$ cat src/rtl/keypad_scanner.sv
`default_nettype none
// keypad_scanner: strobes a 4x4 active-low keypad, debounces whole scans and
// shifts accepted keys into a 4-digit entry register.  Rev 1.0
module keypad_scanner #(
  parameter int SCAN_DIV       = 4,
  parameter int DEBOUNCE_SCANS = 3
) (
  input  logic        clk,
  input  logic        rst,
  input  logic [3:0]  row,
  output logic [3:0]  col,
  output logic [3:0]  key_code,
  output logic        key_valid,
  output logic        key_held,
  output logic [15:0] digits
);

  localparam int DIV_W = (SCAN_DIV > 1) ? $clog2(SCAN_DIV) : 1;
  localparam int CNT_W = $clog2(DEBOUNCE_SCANS + 1);

  localparam logic [DIV_W-1:0] DIV_LAST = DIV_W'(SCAN_DIV - 1);
  localparam logic [CNT_W-1:0] CNT_MAX  = CNT_W'(DEBOUNCE_SCANS);
  localparam logic [CNT_W-1:0] CNT_ONE  = CNT_W'(1);

  typedef enum logic [1:0] {
    S_IDLE     = 2'd0,
    S_PRESS_DB = 2'd1,
    S_HELD     = 2'd2,
    S_REL_DB   = 2'd3
  } state_t;

  // ---------------------------------------------------------------
  // Row synchronizer
  // ---------------------------------------------------------------
  logic [3:0] sync_q;
  logic [3:0] rs_q;

  always_ff @(posedge clk) begin
    if (rst) begin
      sync_q <= 4'b1111;
      rs_q   <= 4'b1111;
    end else begin
      sync_q <= row;
      rs_q   <= sync_q;
    end
  end

  // ---------------------------------------------------------------
  // Column scan and snapshot capture
  // ---------------------------------------------------------------
  logic [DIV_W-1:0] div_q;
  logic [DIV_W-1:0] div_d;
  logic [1:0]       slot_q;
  logic [1:0]       slot_d;
  logic [3:0]       col_q;
  logic [11:0]      snap_q;
  logic             slot_end;
  logic             scan_done;

  assign div_d     = div_q + 1'b1;
  assign slot_d    = slot_q + 1'b1;
  assign slot_end  = (div_q == DIV_LAST);
  assign scan_done = slot_end && (slot_q == 2'd3);

  // Slot 3 is never stored: its sample is taken straight from rs_q on the
  // completion cycle, so only columns 0..2 need snapshot storage.
  always_ff @(posedge clk) begin
    if (rst) begin
      div_q  <= '0;
      slot_q <= 2'd0;
      col_q  <= 4'b1110;
      snap_q <= '1;
    end else if (slot_end) begin
      div_q  <= '0;
      slot_q <= slot_d;
      col_q  <= {col_q[2:0], col_q[3]};
      case (slot_q)
        2'd0:    snap_q[3:0]  <= rs_q;
        2'd1:    snap_q[7:4]  <= rs_q;
        2'd2:    snap_q[11:8] <= rs_q;
        default: snap_q       <= snap_q;
      endcase
    end else begin
      div_q <= div_d;
    end
  end

  // ---------------------------------------------------------------
  // Scan classification: snapshot bit 4c+r is low when key (r,c) is down
  // ---------------------------------------------------------------
  logic [15:0] snap_full;
  logic [4:0]  zero_cnt;
  logic [3:0]  cls_code;
  logic        cls_none;
  logic        cls_single;

  assign snap_full = {rs_q, snap_q};

  always_comb begin
    zero_cnt = '0;
    cls_code = '0;
    for (int i = 0; i < 16; i++) begin
      if (!snap_full[i]) begin
        zero_cnt = zero_cnt + 5'd1;
        cls_code = {i[1:0], i[3:2]};
      end
    end
  end

  assign cls_none   = (zero_cnt == 5'd0);
  assign cls_single = (zero_cnt == 5'd1);

  // ---------------------------------------------------------------
  // Debounce FSM with registered outputs
  // ---------------------------------------------------------------
  state_t           state_q;
  logic [3:0]       cand_q;
  logic [CNT_W-1:0] cnt_q;
  logic [CNT_W-1:0] cnt_d;
  logic [3:0]       key_code_q;
  logic             key_valid_q;
  logic             key_held_q;
  logic [15:0]      digits_q;

  assign cnt_d = cnt_q + 1'b1;

  always_ff @(posedge clk) begin
    if (rst) begin
      state_q     <= S_IDLE;
      cand_q      <= '0;
      cnt_q       <= '0;
      key_code_q  <= '0;
      key_valid_q <= 1'b0;
      key_held_q  <= 1'b0;
      digits_q    <= '0;
    end else begin
      key_valid_q <= 1'b0;
      if (scan_done) begin
        case (state_q)
          S_IDLE: begin
            if (cls_single) begin
              cand_q <= cls_code;
              if (DEBOUNCE_SCANS == 1) begin
                key_valid_q <= 1'b1;
                key_code_q  <= cls_code;
                digits_q    <= {digits_q[11:0], cls_code};
                key_held_q  <= 1'b1;
                cnt_q       <= CNT_MAX;
                state_q     <= S_HELD;
              end else begin
                cnt_q   <= CNT_ONE;
                state_q <= S_PRESS_DB;
              end
            end
          end

          S_PRESS_DB: begin
            if (cls_single && (cls_code == cand_q)) begin
              if (cnt_d == CNT_MAX) begin
                key_valid_q <= 1'b1;
                key_code_q  <= cand_q;
                digits_q    <= {digits_q[11:0], cand_q};
                key_held_q  <= 1'b1;
                cnt_q       <= CNT_MAX;
                state_q     <= S_HELD;
              end else begin
                cnt_q <= cnt_d;
              end
            end else if (cls_single) begin
              cand_q <= cls_code;
              cnt_q  <= CNT_ONE;
            end else begin
              cnt_q   <= '0;
              state_q <= S_IDLE;
            end
          end

          // Any key activity keeps the press latched; only clean releases count.
          S_HELD: begin
            if (cls_none) begin
              if (DEBOUNCE_SCANS == 1) begin
                key_held_q <= 1'b0;
                cnt_q      <= '0;
                state_q    <= S_IDLE;
              end else begin
                cnt_q   <= CNT_ONE;
                state_q <= S_REL_DB;
              end
            end
          end

          S_REL_DB: begin
            if (cls_none) begin
              if (cnt_d == CNT_MAX) begin
                key_held_q <= 1'b0;
                cnt_q      <= '0;
                state_q    <= S_IDLE;
              end else begin
                cnt_q <= cnt_d;
              end
            end else begin
              state_q <= S_HELD;
            end
          end

          default: begin
            state_q <= S_IDLE;
          end
        endcase
      end
    end
  end

  assign col       = col_q;
  assign key_code  = key_code_q;
  assign key_valid = key_valid_q;
  assign key_held  = key_held_q;
  assign digits    = digits_q;

endmodule
`default_nettype wire

$ cat config.mk
export PLATFORM = sky130hd
export DESIGN_NAME = keypad_scanner
export DESIGN_NICKNAME = d
export VERILOG_FILES = /design/src/rtl/keypad_scanner.sv
export SDC_FILE = /design/constraint.sdc
export NUM_CORES = 1
export LEC_CHECK = 0
export BUFFER_PORTS_ARGS = -buffer_cell sky130_fd_sc_hd__buf_2
export CAP_MARGIN = 20
export CORE_ASPECT_RATIO = 1.25
export CORE_MARGIN = 5
export CORE_UTILIZATION = 46
export DETAILED_ROUTE_END_ITERATION = 7
export SYNTH_ARGS = -nofsm -noshare
export SYNTH_HDL_FRONTEND = slang
export SYNTH_SLANG_ARGS = --single-unit
$ cat constraint.sdc
create_clock -name clk -period 16.1 [get_ports clk]
set_input_delay 0 -clock clk [delete_from_list [all_inputs] [get_ports clk]]
set_output_delay 0 -clock clk [all_outputs]
set_load 0.03 [all_outputs]
==> metrics <==
Clock Pin Slew Worst Setup and Hold Paths=100 ps; status=finished, final reports clean; ANT nets after route=0; number of buffers created by CTS=5; Max VDD drop=0.0720 mV; initial core utilization=46.7%; clock sinks=54; routability-driven placement congestion ratio=slightly below 0.8; asr flop ratio synth=0%; Final Max Tran Viols=0; clk_skew=12.9 ps; final-report hold violation count=0; Area contributors post-synth=dfxtp_1 (27%), xnor2_1 (7.4%), ha_1 (7.1%); core area=8650 µm²; CTS tree=built; num ports=32; top_reg_cell synth=dfxtp_1; WL final=~8000 µm; type of destination of the critical path=register; Rel. slew slack=36.7%; CTS root buf=clkbuf_8; R2R Path End=key_held; sequential power share=between 40% and 50%; largest net degree at the start of global routing=between 50 and 60; Clk pwr share=26.5%; Peak Freq=97.4 MHz; area share of the largest cell type after synthesis=26.7%; Setup crit start kind=register; fill count=between 800 and 900; RSZ-0062 raised after global routing=false; Power Total=between 0.0003 and 0.0004 W; Hold Path Stages=2; Critical Path RT=16340 ps; hold crit path type=input port to register; RR Startpoint=snap_q[0]; Switching Fraction=about a third; GR Util All Layers=15.6%; Int Pwr=0.000214 W; DR DRC count=0; First DRT Iteration DRCs=134; Finish-stage setup viols=0; Setup Slack @ Placement=5790 ps; Synth Warn #=0; period utilization=63.7%; Remaining Overflow, GRT=0; Comb pwr share=28.6%; worst setup path class=register to register; Worst Setup EP=key_held; height of the die=115 µm; maximum fanout along the worst path=20; post-DP HPWL=5950 µm; Post-synth EDFFs=0; vias per cell=5.34; router iterations before antenna repair=4; die area=10800 µm²; I/O Buffers=31; Seq/Total Area, Yosys=a little over a quarter; Crit. Startpoint=snap_q[0]; Post-CTS Setup Inserts=0; CP dominant cell by count=ha_1; vias in the first global route=3053; Critical-path top delay cell=or4_4; total of max-cap violations=0; post-route setup TNS=0 ps; Post-Synthesis Cells=457; Syn Nets=486; largest stage delay on the critical path=670 ps; pwr/cell area=a little over 70 nW/µm²; Skew-Pair Late Insertion Delay=between 300 and 400 ps; number of synthesized register bits=54; Synth Area per Inst=between 8 and 9 µm²; area delta synth->final=7.30%; Post-synth top cells=dfxtp_1 (54), nor2_1 (46), xnor2_1 (34), mux2i_1 (27), nand2_1 (25); Ant. Diodes=0; die span in x=~94 µm; final worst slack=a little under 6000 ps; Cell Area, Synth=a little over 4000 µm²; most frequent cell after synthesis=dfxtp_1; deepest clock path buffer count=2; NumNets Final=499; LEAKAGE=2.08 nW; htree depth=2; register-to-register setup slack=5840 ps; via count=approximately 3200; global-route wire length before repair=13900 µm; share of layout cells above drive strength 1=14.4%; FP Rows=38; average wire per standard cell=between 10 and 15 µm; Worst-Margin Slew=between 900 and 1000 ps; initial antenna violation count=0; FF-to-FF path depth=50; P_sw=0.0000996 W; fin crit period=10260 ps; Worst Path Arrival=10510 ps; post-synth cell types=a little under 70; Yosys top cell by area=dfxtp_1
## power by group through the flow
stage               clock network (W)   logic, W  registers [W]
floorplan                           0  0.0000742       0.000143
global placement                    0  0.0000861       0.000144
detailed placement                  0  0.0000879       0.000144
CTS                         0.0000855  0.0000898       0.000141
global route                0.0000925   0.000101       0.000142
finish                      0.0000830  0.0000894       0.000141
## cell usage in the layout, fill, tap and decap left out, types with 16 or more instances in the layout
cell type and instances:
dfxtp_1 54, a211o_1 16, buf_2 31, nor2_1 46, inv_1 22, nor2b_1 20, ha_1 23, mux2i_1 27
xnor2_1 34, nand2_1 25
## per-stage QoR
step	instance area [µm²]	instances	hold slack [ps]	utilization (%)
CTS	4340	591	312	50.1
global route	4340	591	330	50.1
global placement	4200	579	184	48.5
floorplan	4040	457	104	-
detailed placement	4200	579	187	48.5
finish	4340	591	303	50.1
## flip-flops by register name, indices dropped and copies added (netlist names)
name       count
sync_q         4
digits        13
key_held       1
slot_q         2
snap_q        12
state_q        2
key_code       3
cand_q         4
col            4
key_valid      1
rs_q           4
div_q          2
cnt_q          2
## how the worst min path moves through the flow
| stage | end | slack [ps] | from |
|---|---|---|---|
| 2_1_floorplan | sync_q[0] | 100 | row[0] |
| 3_3_place_gp | sync_q[2] | 180 | row[2] |
| 3_5_place_dp | sync_q[0] | 190 | row[0] |
| 4_1_cts | slot_q[1] | 310 | rst |
| 5_1_grt | digits[9] | 330 | rst |
| 6_report | slot_q[1] | 300 | rst |
## final cells by class
| type | instances | area (µm²) | share of cell area (%) |
|---|---|---|---|
| multi-input combinational | 351 | 2720 | 62.8 |
| sequential | 54 | 1080 | 24.9 |
| timing repair buffer | 36 | 203 | 4.67 |
| clock inverter | 2 | 16.3 | 0.375 |
| inverter | 22 | 82.6 | 1.90 |
| tap | 120 | 150 | 3.46 |
| clock buffer | 6 | 82.6 | 1.90 |
## kinds of logic after synthesis
family | count (synthesis) | share of synthesized area (%)
compound gates | 72 | 13.3
xor+xnor | 54 | 15.5
fa+ha+maj | 23 | 7.12
buf+inv | 52 | 5.91
flops | 54 | 26.7
mux | 32 | 8.73
simple gates | 170 | 22.8
## worst max-delay path: cells and delay by family, from the launching register on
kind | cells | cell delay (ps)
fa+ha+maj | 13 | 3650
buf+inv | 3 | 200
mux | 2 | 760
compound gates | 13 | 2290
simple gates | 19 | 2930
flops | 1 | 370
## timing repair
action | in CTS | in global routing
hold buffers | 4 | 0
resized for setup | 0 | 0
endpoints found under the hold margin | 4 | 0
## per-layer routing
layer / global-route usage (%) / share of wire [%]
met5: 0 / 0
met4: 5.68 / 1.8
met3: 2.49 / 2.4
met2: 27.2 / 49
met1: 19.2 / 47
No activity file was read; power rests on OpenSTA's default activity.
